## config.mk

```make
export PLATFORM = sky130hd
export DESIGN_NAME = intr_sequencer
export DESIGN_NICKNAME = d
export VERILOG_FILES = /design/src/rtl/intr_sequencer_pkg.sv /design/src/rtl/intr_sync.sv /design/src/rtl/intr_sequencer.sv
export SDC_FILE = /design/constraint.sdc
export NUM_CORES = 1
export LEC_CHECK = 0
export CORE_AREA = 3 3 61 63
export DETAILED_ROUTE_END_ITERATION = 16
export DIE_AREA = 0 0 64 66
export GPL_ROUTABILITY_DRIVEN = 1
export PLACE_DENSITY = 0.86
export SLEW_MARGIN = 10
export SYNTH_ARGS = -nofsm -noshare
export SYNTH_HDL_FRONTEND = slang
export SYNTH_HIERARCHICAL = 1
export SYNTH_SLANG_ARGS = --single-unit
```

## constraint.sdc

```tcl
create_clock -name clk -period 3.9 [get_ports clk]
set_input_delay 0.78 -clock clk [delete_from_list [all_inputs] [get_ports clk]]
set_output_delay 0.78 -clock clk [all_outputs]
set_load 0.1 [all_outputs]
```

## src/rtl/intr_sequencer_pkg.sv

```systemverilog
// Shared types and defaults for the interrupt / reset-vector sequencer.
package intr_sequencer_pkg;

  typedef enum logic [2:0] {
    StRstRd,
    StRstLd,
    StIdle,
    StDrain,
    StPush,
    StVecRd,
    StVecLd
  } state_e;

  // Bit positions of the flags within ccr_in / ccr_shadow.
  localparam int unsigned CcrZ = 3;
  localparam int unsigned CcrN = 2;
  localparam int unsigned CcrC = 1;
  localparam int unsigned CcrV = 0;

  localparam logic [7:0] RstAddrDefault = 8'h00;
  localparam logic [7:0] VecAddrDefault = 8'h01;

endpackage

```

## src/rtl/intr_sync.sv

```systemverilog
// Multi-flop interrupt synchroniser with rising-edge detect and a single pending latch.
module intr_sync #(
  parameter int unsigned STAGES = 2
) (
  input  logic clk,
  input  logic reset,
  input  logic intr_in,
  input  logic clr,
  output logic pending
);

  logic [STAGES-1:0] sync_q;
  logic              prev_q;
  logic              pending_q;
  logic              rise;

  assign rise    = sync_q[STAGES-1] & ~prev_q;
  assign pending = pending_q;

  // A new edge in the clear cycle wins, so it is not lost behind the one being retired.
  always_ff @(posedge clk or posedge reset) begin
    if (reset) begin
      sync_q    <= '0;
      prev_q    <= 1'b0;
      pending_q <= 1'b0;
    end else begin
      sync_q    <= {sync_q[STAGES-2:0], intr_in};
      prev_q    <= sync_q[STAGES-1];
      pending_q <= (pending_q & ~clr) | rise;
    end
  end

endmodule

```

## src/rtl/intr_sequencer.sv

```systemverilog
// Reset-vector fetch and interrupt entry/exit sequencer for the 8-bit pipelined core.
module intr_sequencer
  import intr_sequencer_pkg::*;
#(
  parameter int unsigned    DW          = 8,
  parameter logic [DW-1:0]  RST_ADDR    = DW'(RstAddrDefault),
  parameter logic [DW-1:0]  VEC_ADDR    = DW'(VecAddrDefault),
  parameter int unsigned    DRAIN_CYC   = 3,
  parameter int unsigned    SYNC_STAGES = 2
) (
  input  logic          clk,
  input  logic          reset,
  input  logic          intr_in,
  input  logic          pipe_busy,
  input  logic          rti_exec,
  input  logic [DW-1:0] pc_next,
  input  logic [DW-1:0] sp_in,
  input  logic [3:0]    ccr_in,
  input  logic          mem_grant,
  input  logic [DW-1:0] mem_rdata,
  output logic          stall_f,
  output logic          flush_d,
  output logic          mem_req,
  output logic          mem_we,
  output logic [DW-1:0] mem_addr,
  output logic [DW-1:0] mem_wdata,
  output logic          sp_dec,
  output logic          pc_load,
  output logic [DW-1:0] pc_load_val,
  output logic [3:0]    ccr_shadow,
  output logic          ccr_restore,
  output logic          intr_ack,
  output logic          in_isr
);

  localparam int unsigned CW = $clog2(DRAIN_CYC) + 1;

  state_e        state_q, state_d;
  logic [CW-1:0] cnt_q, cnt_d;
  logic [DW-1:0] ret_pc_q, ret_pc_d;
  logic [3:0]    shadow_q, shadow_d;
  logic          in_isr_q, in_isr_d;
  logic          pending;
  logic          pend_clr;

  intr_sync #(
    .STAGES (SYNC_STAGES)
  ) u_intr_sync (
    .clk     (clk),
    .reset   (reset),
    .intr_in (intr_in),
    .clr     (pend_clr),
    .pending (pending)
  );

  always_ff @(posedge clk or posedge reset) begin
    if (reset) begin
      state_q  <= StRstRd;
      cnt_q    <= '0;
      ret_pc_q <= '0;
      shadow_q <= '0;
      in_isr_q <= 1'b0;
    end else begin
      state_q  <= state_d;
      cnt_q    <= cnt_d;
      ret_pc_q <= ret_pc_d;
      shadow_q <= shadow_d;
      in_isr_q <= in_isr_d;
    end
  end

  assign ccr_shadow = shadow_q;
  assign in_isr     = in_isr_q;

  always_comb begin
    state_d     = state_q;
    cnt_d       = cnt_q;
    ret_pc_d    = ret_pc_q;
    shadow_d    = shadow_q;
    in_isr_d    = in_isr_q;
    stall_f     = 1'b1;
    flush_d     = 1'b0;
    mem_req     = 1'b0;
    mem_we      = 1'b0;
    mem_addr    = '0;
    mem_wdata   = '0;
    sp_dec      = 1'b0;
    pc_load     = 1'b0;
    pc_load_val = '0;
    intr_ack    = 1'b0;
    pend_clr    = 1'b0;
    ccr_restore = rti_exec & in_isr_q;
    if (ccr_restore) begin
      in_isr_d = 1'b0;
    end

    unique case (state_q)
      StRstRd: begin
        mem_req  = 1'b1;
        mem_addr = RST_ADDR;
        if (mem_grant) state_d = StRstLd;
      end
      StRstLd: begin
        pc_load     = 1'b1;
        pc_load_val = mem_rdata;
        state_d     = StIdle;
      end
      StIdle: begin
        stall_f = 1'b0;
        if (pending && !in_isr_q && !pipe_busy) begin
          ret_pc_d = pc_next;
          shadow_d = ccr_in;
          cnt_d    = CW'(DRAIN_CYC - 1);
          state_d  = StDrain;
        end
      end
      StDrain: begin
        flush_d = 1'b1;
        if (cnt_q == '0) state_d = StPush;
        else             cnt_d   = cnt_q - CW'(1);
      end
      StPush: begin
        mem_req   = 1'b1;
        mem_we    = 1'b1;
        mem_addr  = sp_in;
        mem_wdata = ret_pc_q;
        if (mem_grant) begin
          sp_dec  = 1'b1;
          state_d = StVecRd;
        end
      end
      StVecRd: begin
        mem_req  = 1'b1;
        mem_addr = VEC_ADDR;
        if (mem_grant) state_d = StVecLd;
      end
      StVecLd: begin
        pc_load     = 1'b1;
        pc_load_val = mem_rdata;
        intr_ack    = 1'b1;
        in_isr_d    = 1'b1;
        pend_clr    = 1'b1;
        state_d     = StIdle;
      end
      default: state_d = StRstRd;
    endcase

    // Outputs are forced to their idle values for the whole reset assertion.
    if (reset) begin
      stall_f     = 1'b1;
      flush_d     = 1'b0;
      mem_req     = 1'b0;
      mem_we      = 1'b0;
      mem_addr    = '0;
      mem_wdata   = '0;
      sp_dec      = 1'b0;
      pc_load     = 1'b0;
      pc_load_val = '0;
      intr_ack    = 1'b0;
      ccr_restore = 1'b0;
    end
  end

endmodule

```

Word level (Yosys, flattened, before mapping)
Cells that the tools add are included.

operators by class
  reductions and logical operators = 13
  add/sub/neg operators = 1
  shifts and indexed selects = 0
  mux-type cells = 33
  $mul = 0
  equal/unequal tests = 12
  bitwise logic cells = 6
  div/mod/pow operators = 0
  order comparisons = 0

operators with widths
  cell                                              number
  2-to-1 mux 8 bit                                  5
  2-to-1 mux 3 bit                                  7
  2-to-1 mux 1 bit                                  18
  case mux 3 bit (6 select lines)                   1
  case mux 8 bit (2 select lines)                   1
  != test 2 bit, second input constant              6
  == test 3 bit, second input constant              3
  == test 3 x 2 -> 1 bit, second input constant     2
  zero test 3 bit                                   2
  case mux 3 bit (2 select lines)                   1
  AND reduction 5 bit                               1
  nonzero test 2 bit                                2
  AND 1 bit                                         3
  == test 3 x 1 -> 1 bit, second input constant     1
  AND reduction 3 bit                               1
  OR reduction 3 bit                                1
  subtractor 3 x 1 -> 3 bit, second input constant  1
  logical AND 1 bit                                 2
  zero test 1 bit                                   2
  NOT 1 bit                                         2
  AND reduction 2 bit                               1
  OR reduction 2 bit                                1
  OR 1 bit                                          1

storage, ports and cells
  memory bits (writable) = 0
  bits in read-only memories = 0
  flip-flop bits (word level) = 23
  logic and storage cells = 73
  memories kept = 0
  latch bits = 0
  output and inout bits = 37
  input port bits = 34

Logic depth before layout (Yosys ltp)
Gate-level depths: netlist of run 1.

  depth in word-level cells = 5
  depth in mapped cells = 5

By module
Netlist of run 1, hierarchy kept.

by module, submodules not included
  module          area each (um^2)  cells each  instances
  intr_sequencer  1,134.8           108         1
  intr_sync       123.9             8           1

Worst setup path before layout of run 1
Ideal clock, no wire load.

  kind = input to output
  start = input reset
  end = output mem_req
  data required time = 3.120 ns
  path buffers = 1
  cell stages on the path = 2
  arrival = 3.229 ns
  path slack = -0.109 ns
  path through = clkbuf_1 > a211oi_1

on the way
  word-level cells in the longest chain between the ends = 1

RTL lines
  item                RTL line               RTL
  start: declaration  intr_sequencer.sv:12   input logic reset,
  2-to-1 mux 1 bit    intr_sequencer.sv:149  if (reset) begin
  end: declaration    intr_sequencer.sv:23   output logic mem_req,

No other way between the ends.

Worst setup path in the final report of run 1
  start = input reset
  end = output mem_addr[4]

on the way
  word-level cells in the longest chain between the ends = 1

RTL lines
  item              RTL line               RTL
  2-to-1 mux 8 bit  intr_sequencer.sv:149
  end: declaration  intr_sequencer.sv:25   output logic [DW-1:0] mem_addr,

No other way between the ends.

==> results, run 1 <==
- Once detail routing completed, the nets flagged for antenna violations numbered 0.
- For the worst setup path, the data required time is 3.12 ns.
- Of the synthesized area, sequential elements account for 0.457.
- The actual slew at the worst max-slew pin is 0.983 ns.
- The category of the worst setup path launch point is a primary input.
- After clock tree synthesis, the flow added hold-fix buffers numbering 0.
- Clock latency on the worst-skew pair, taken at its later pin, is 0.30 ns.
- Measured against its own limit, the worst slew margin works out to 0.343.
- The area of all placed cells without fillers is 0.00218 mm^2.
- The fraction of layout instances using a drive strength above 1 is 0.299.
- Adding up every negative setup slack in the final design gives 0 ns.
- The worst-case clock buffer depth is 2.
- In this run, distinct cell masters in the synthesized netlist total 33.
- The placed instances occupy a cell area of 0.00215 mm^2.
- The power density relative to cell area is 632 mW/mm^2.
- The via count of the first global-routing pass is 1,104.
- The number of gates resized after cts is 0.
- The peak supply drop is 431 uV.
- The deepest level of the CTS H-tree is 1.
- The placeable core region is 0.00328 mm^2.
- The initial detailed-routing violation count is 37.
- The number of buffers created by CTS is 3.
- The count of endpoints failing hold in the final timing report was 0.
- The max-capacitance violation count is 0.
- The number of buffers added on ports is 70.
- The setup skew after layout is 0.00706 ns.
- The relative area change from synthesis to final layout is 72.9%.
- The vias per cell is 4.65.
- The first-pass GRT wire length is 5440 um.
- The leakage power is 0.998 nW.
- The number of instances in the synthesized netlist is 116.
- The total detailed-routing wirelength is 3330 um.
- The post-CTS setup buffer count is 0.
- The floorplan die width is 64 um.
- The chip height is 66 um.
- Of all nets on the critical path, the largest fanout is 17.
- Setup repair after global routing left no endpoint under its margin.
- The post-synthesis area per instance is 10.9 um^2.
- The type of the tightest min-delay check is reg -> reg.
- The final net count is 224.
- After legalization and detailed placement, the total HPWL measured 2770 um.
- The post-route clock period utilization is 0.783.
- The synthesized area is 0.00126 mm^2.
- The floorplan die area is 0.00422 mm^2.
- 0 antenna diodes ended up in the layout.
- The number of warnings reported in the yosys synthesis log is 6.
- Setup slack on the worst reg-to-reg path comes out at 2.13 ns.
- The number of top-level design ports is 71.
- By startpoint and endpoint, the worst setup path is classified as in -> out.
- The TritonCTS clock tree is yes.
- The clock period minus worst slack is 3.05 ns.
- For this run, design rule violations remaining after detail routing come to 0.
- The total overflow left after global routing is 0.
- The initial standard-cell utilization of the core is 0.383.
- After filler insertion, the fill cell instance count of the layout stands at 253.
- The initial antenna violation count is 0.
- The number of iterations in the first detailed-routing pass is 4.
- Detailed routing inserted a total of 1,083 vias.
- In this run the core area contains 21 standard-cell rows.
- The run finished with clean final reports.
- The net count after synthesis is 152.
- The total routing usage reported by global routing is 0.162.
- The sequential standard cell area is 576 um^2.
- The arrival time at the worst endpoint is 2.27 ns.
- Based on the critical path, the design can be clocked at up to 328 MHz.
- Entering global routing, the biggest net connects 20 pins.
- The routed length per placed instance is 14.3 um.
- The master cell of the clock root buffer is sky130_fd_sc_hd__clkbuf_4.
- The multi-input combinational cells in the finished layout cover a total of 614 um^2.
- STA classifies the critical path endpoint as an output pin.
- The number of max-slew violations in the final report is 0.
- Clock-pin slew was measured on the worst setup and hold paths at 0.13 ns.
- At the end of routability-driven placement, the weighted congestion stood at 0.781.
- The number of endpoints failing setup at the final stage is 0.
- The clock drives 23 sinks.
- The number of storage elements in the synthesis netlist is 23.
## area by class of cell
| class | instances | area share |
|---|---|---|
| repair buffers | 72 | 0.396 |
| multi-input cells | 77 | 0.282 |
| flip-flops and latches | 23 | 0.265 |
| well taps | 46 | 0.0265 |
| inverters | 11 | 0.0190 |
| clock buffers | 4 | 0.0121 |
## critical path: stages
cell	delay [ns]
sky130_fd_sc_hd__clkdlybuf4s50_1	0.61
sky130_fd_sc_hd__nor3_2	0.25
sky130_fd_sc_hd__buf_4	0.23
sky130_fd_sc_hd__and2_1	0.21
sky130_fd_sc_hd__buf_12	0.19
## stage by stage
stage	setup slack, ns	util	instances	total power [mW]	hold WS (ns)
detailed placement	0.857	0.654	229	1.27	0.342
finish	0.847	0.662	233	1.38	0.376
global placement	0.964	0.654	229	1.24	0.337
CTS	0.851	0.662	233	1.38	0.381
floorplan	0.0628	-	116	1.08	0.331
global route	0.786	0.662	233	1.45	0.393
## path summary, 6_finish.rpt
| kind | from | endpoint | depth (start not counted) |
|---|---|---|---|
| setup / recovery | reset | mem_addr[4] | 5 |
| hold / removal | u_intr_sync/sync_q[0] | u_intr_sync/sync_q[1] | 0 |
| setup reg to reg | state_q[0] | ret_pc_q[2] | 3 |
| hold reg to reg | u_intr_sync/sync_q[0] | u_intr_sync/sync_q[1] | 0 |
| max in group asynchronous | reset | ret_pc_q[5] | 3 |
| min in group asynchronous | reset | u_intr_sync/prev_q | 2 |
## cell families after synthesis
logic type	count (synthesis)	synth area share
buffers and inverters	16	0.0586
multiplexers	13	0.143
AO/OA/AOI/OAI	15	0.0795
flip-flops	23	0.457
adder cells (fa/ha/maj)	2	0.0199
AND/OR/NAND/NOR	47	0.242
## state kept, by name (all words and copies together), names as in the netlist
| name | count |
|---|---|
| ret_pc_q | 8 |
| ccr_shadow | 4 |
| cnt_q | 3 |
| state_q | 3 |
| u_intr_sync/sync_q | 2 |
| in_isr | 1 |
| u_intr_sync/pending | 1 |
| u_intr_sync/prev_q | 1 |
## cell usage after synthesis, drive strengths merged
cell type | n | share of area
a211oi | 1 | 0.0060
a21boi | 1 | 0.0060
a21oi | 5 | 0.023
and2 | 24 | 0.12
and3 | 1 | 0.0050
buf | 4 | 0.023
clkbuf | 1 | 0.0030
dfrtp | 23 | 0.46
ha | 2 | 0.020
inv | 11 | 0.033
mux2 | 13 | 0.14
nand2 | 4 | 0.014
nand2b | 2 | 0.0099
nand3 | 1 | 0.0040
nand3b | 2 | 0.012
nor2 | 3 | 0.0089
nor2b | 4 | 0.020
nor3 | 2 | 0.012
nor4b | 1 | 0.019
o21ai | 4 | 0.016
o22ai | 2 | 0.015
o31a | 1 | 0.0070
o32ai | 1 | 0.0070
or3 | 1 | 0.0050
or3b | 1 | 0.0070
or4 | 1 | 0.0060
## metal layers
| layer | global-route usage | up-vias | part of all wire |
|---|---|---|---|
| li1 | - | 527 | - |
| met1 | 0.191 | 517 | 0.36 |
| met2 | 0.310 | 35 | 0.60 |
| met3 | 0.0221 | 4 | 0.035 |
| met4 | 0.0350 | 0 | 0.0081 |
| met5 | 0 | - | 0 |
## layout by cell type (no fill, tap or decap), drive strengths merged, types with 3 or more instances in the layout
cell	count
nor2b	4
mux2	13
clkbuf	4
and2	24
nand2	4
clkdlybuf4s50	38
inv	11
o21ai	4
buf	34
dfrtp	23
nor2	3
a21oi	5
## report_power, final
group / leakage [nW] / internal [mW] / switching, mW / total (mW)
Clock: 0.0150 / 0.0397 / 0.0682 / 0.108
Combinational: 0.713 / 0.307 / 0.539 / 0.846
Sequential: 0.270 / 0.337 / 0.0852 / 0.423
(Power assumes the default switching activity.)
==> run 2, diff against run 1 <==
--- a/config.mk
+++ b/config.mk
@@ -5,11 +5,11 @@
 export SDC_FILE = /design/constraint.sdc
 export NUM_CORES = 1
 export LEC_CHECK = 0
-export CORE_AREA = 3 3 61 63
+export CORE_AREA = 3 3 65 67
 export DETAILED_ROUTE_END_ITERATION = 16
-export DIE_AREA = 0 0 64 66
+export DIE_AREA = 0 0 68 70
 export GPL_ROUTABILITY_DRIVEN = 1
-export PLACE_DENSITY = 0.86
+export PLACE_DENSITY = 0.8
 export SLEW_MARGIN = 10
 export SYNTH_ARGS = -nofsm -noshare
 export SYNTH_HDL_FRONTEND = slang
==> constraint.sdc (replaced) <==
create_clock -name clk -period 2.5 [get_ports clk]
set_input_delay 0.5 -clock clk [delete_from_list [all_inputs] [get_ports clk]]
set_output_delay 0.5 -clock clk [all_outputs]
set_load 0.1 [all_outputs]
==> run 2 against run 1 <==
- total power grew 70%
- register-to-register slack lost 1.3 ns
- critical endpoint is now pc_load_val[6]
- clock-buffer cell count fell by 1
- wire length up 11%
- worst setup slack got worse by 0.71 ns
- critical path type is now reg -> out
- highest routed layer unchanged
- flip-flop and latch count unchanged
- final area increased by 11%
- clock power is 120% higher
- utilization down 0.75 points
- die area is 13% higher
==> results, run 2 (same netlist as run 1, synthesis figures left out) <==
- The placeable core region came to 0.00369 mm^2 (+12%).
- Traced cell by cell, the critical path runs through or3b_1, a21oi_4, and2_2, buf_12.
- The first-pass GRT wire length came to 5910 um (+8.8%).
- The clock insertion delay at the later pin of the skew report was 0.27 ns (-0.03 ns).
- The run finished with clean final reports.
- The power density relative to cell area is 966 mW/mm^2 (+53%).
- The number of buffers created by CTS was 3 (unchanged).
- The category of the critical setup timing path is reg -> out.
- The delay of the slowest cell on the worst path came to 0.50 ns (-0.11 ns).
- The number of buffers added on ports is 70 (unchanged).
- The half-perimeter wire length after detailed placement came to 3050 um (+10%).
- The via count of the first global-routing pass came to 1,176 (+6.5%).
- The met3 routing resource usage after global routing is 0.0289 (+0.00683).
- The count of endpoints failing hold in the final timing report was 0 (unchanged).
- The count of buffering cells on the critical path with inverters included came to 1 (-2).
- The net switching fraction of the power is 0.485 (-0.0177).
- The tree is rooted in a sky130_fd_sc_hd__clkbuf_8.
- The register share of total power is 0.272 (-0.035).
- The kind of cell adding the most delay to the critical path is simple AND/OR/NAND/NOR gates.
- The clock-pin slew on the worst setup and hold paths is 0.08 ns (-0.05 ns).
- The antenna diode instance count is 0 (unchanged).
- From synthesis to final layout, the design area changed by 91.9%.
- The floorplan die width was 68 um (+6.3%).
- The worst-case clock buffer depth was 2 (unchanged).
- The count of placed standard cells in the final layout, fillers left out is 237 (+1.7%).
- The maximum operating frequency is 422 MHz.
- The number of endpoints failing setup at the final stage came to 0 (unchanged).
- The largest individual stage delay along the critical path comes from the cell sky130_fd_sc_hd__dfrtp_1.
- The number of design rule violations left after detail routing is 0 (unchanged).
- The reported net switching power came to 1.13 mW (+64%).
- The peak supply drop is 947 uV (+120%).
- The setup slack after layout came to 0.133 ns (-0.714 ns).
- The post-route clock period utilization is 0.947.
- The number of buffers inserted by hold repair at cts is 0 (unchanged).
- The number of vias in the routed layout is 1,129 (+4.2%).
- The initial standard-cell utilization of the core came to 0.341 (-0.0420).
- The routed length per placed instance was 15.5 um (+8.8%).
- The worst slew margin relative to its limit is 0.736 (+0.393).
- Setup repair after global routing left no endpoint under its margin.
- The floorplan die area is 0.00476 mm^2 (+13%).
- The leakage power is 1.08 nW (+8.3%).
- The reg-to-reg setup timing slack is 0.79 ns (-1.34 ns).
- The arrival time at the worst endpoint is 1.87 ns (-0.40 ns).
- The portion of total power attributed to the clock network is 0.100 (+0.022).
- The number of flip-flops in the largest register was 8 (unchanged).
- The smallest clock period supported by the final layout is computed as 2.37 ns.
- Leaving out fill and tap cells, the most frequent cells in the layout are sky130_fd_sc_hd__clkdlybuf4s50_1, sky130_fd_sc_hd__buf_12, sky130_fd_sc_hd__dfrtp_1.
- The pin count of the biggest net entering global routing is 20 (unchanged).
- The top register by number of flip-flops is ret_pc_q.
- The number of top-level design ports is 71 (unchanged).
- The setup skew after layout is 0.00695 ns (-0.000114 ns).
- The TritonCTS clock tree is yes.
- met2 is the most crowded layer.
- The routability congestion estimate from global placement is 0.797 (+2.1%).
- The critical path required time is 2.00 ns (-1.12 ns).
- The actual slew at the worst max-slew pin was 0.395 ns (-0.587 ns).
- The post-CTS setup buffer count was 0 (unchanged).
- The total number of clock tree sinks is 23 (unchanged).
- The met2 usage in global routing is 0.294 (-0.0152).
- The total routing usage reported by global routing came to 0.164 (+0.00228).
- The category of the worst setup path capture point is an output pin.
- The setup total negative slack is 0 ns (unchanged).
- The vias per cell is 4.76 (+2.5%).
- The total number of placement rows is 22 (+4.8%).
- The met1 track utilization from global routing was 0.194 (+0.00334).
- The fraction of layout instances using a drive strength above 1 is 0.444 (+0.145).
- The most common library cell in the layout ignoring fill and taps is sky130_fd_sc_hd__clkdlybuf4s50_1.
- The total detailed-routing wirelength is 3680 um (+11%).
- The internal power contribution came to 1.20 mW (+76%).
- The worst-case setup slack after placement came to 0.130 ns (-0.727 ns).
- The number of iterations in the first detailed-routing pass is 4 (unchanged).
- The max-capacitance violation count is 0 (unchanged).
- The worst-case hold slack was 0.363 ns (-0.0132 ns).
- The deepest level of the CTS H-tree came to 1 (unchanged).
- The biggest fanout along the worst timing path is 11 (-6).
- The category of the worst setup path launch point is a flip-flop.
- The number of gates resized after cts is 0 (unchanged).
- The initial antenna violation count is 0 (unchanged).
- The chip height is 70 um (+6.1%).
- The type of the tightest min-delay check is reg -> reg.
- The post-route antenna net violation count was 0 (unchanged).
- The final net count came to 226 (+0.89%).
- The share of power burned in combinational logic is 0.627 (+0.013).
- The initial detailed-routing violation count is 25 (-32%).
- The total instance count after detailed placement is 233 (+1.7%).
- The aggregate global routing overflow is 0 (unchanged).
- The number of max-slew violations in the final report is 0 (unchanged).
[run 2: area by class of cell]
type                    count  area [um^2]
clock inverters             1         5.00
inverters                  11         41.3
flip-flops and latches     23          576
well taps                  48         60.1
multi-input cells          77          654
fillers                   279         1270
repair buffers             74         1040
clock buffers               3         41.3
[run 2: layer usage]
metal	vias up	share of wire	wire [um]
li1	529	-	-
met1	568	0.36	1340
met2	27	0.59	2170
met3	5	0.039	144
met4	0	0.010	38
met5	-	0	0
[run 2: through the flow]
stage | power [mW] | utilization | area [um^2]
final | 2.34 | 0.655 | 2420
after CTS | 2.35 | 0.655 | 2420
after detailed placement | 2.10 | 0.642 | 2370
after floorplan | 1.69 | - | 1300
after global routing | 2.44 | 0.655 | 2420
after global placement | 2.04 | 0.642 | 2370
[run 2: final timing paths]
kind / endpoint / cells past startpoint / start
worst max-delay path: pc_load_val[6] / 4 / state_q[1]
worst min-delay path: u_intr_sync/sync_q[1] / 0 / u_intr_sync/sync_q[0]
worst max register to register: ret_pc_q[4] / 4 / state_q[0]
worst min register to register: u_intr_sync/sync_q[1] / 0 / u_intr_sync/sync_q[0]
max in group asynchronous: state_q[1] / 3 / reset
min in group asynchronous: u_intr_sync/prev_q / 2 / reset
[run 2: power by group through the flow]
stage	combinational (mW)	clock, mW	sequential, mW
detailed placement	1.46	0	0.640
CTS	1.47	0.238	0.634
global route	1.53	0.252	0.656
global placement	1.41	0	0.622
finish	1.46	0.234	0.636
floorplan	0.805	0	0.889
[run 2: worst reg2reg max path, cell delays in order (launching register included)]
cell	delay, ns
sky130_fd_sc_hd__dfrtp_1	0.41
sky130_fd_sc_hd__buf_4	0.19
sky130_fd_sc_hd__nor4b_4	0.32
sky130_fd_sc_hd__nand2_2	0.29
sky130_fd_sc_hd__mux2_4	0.39
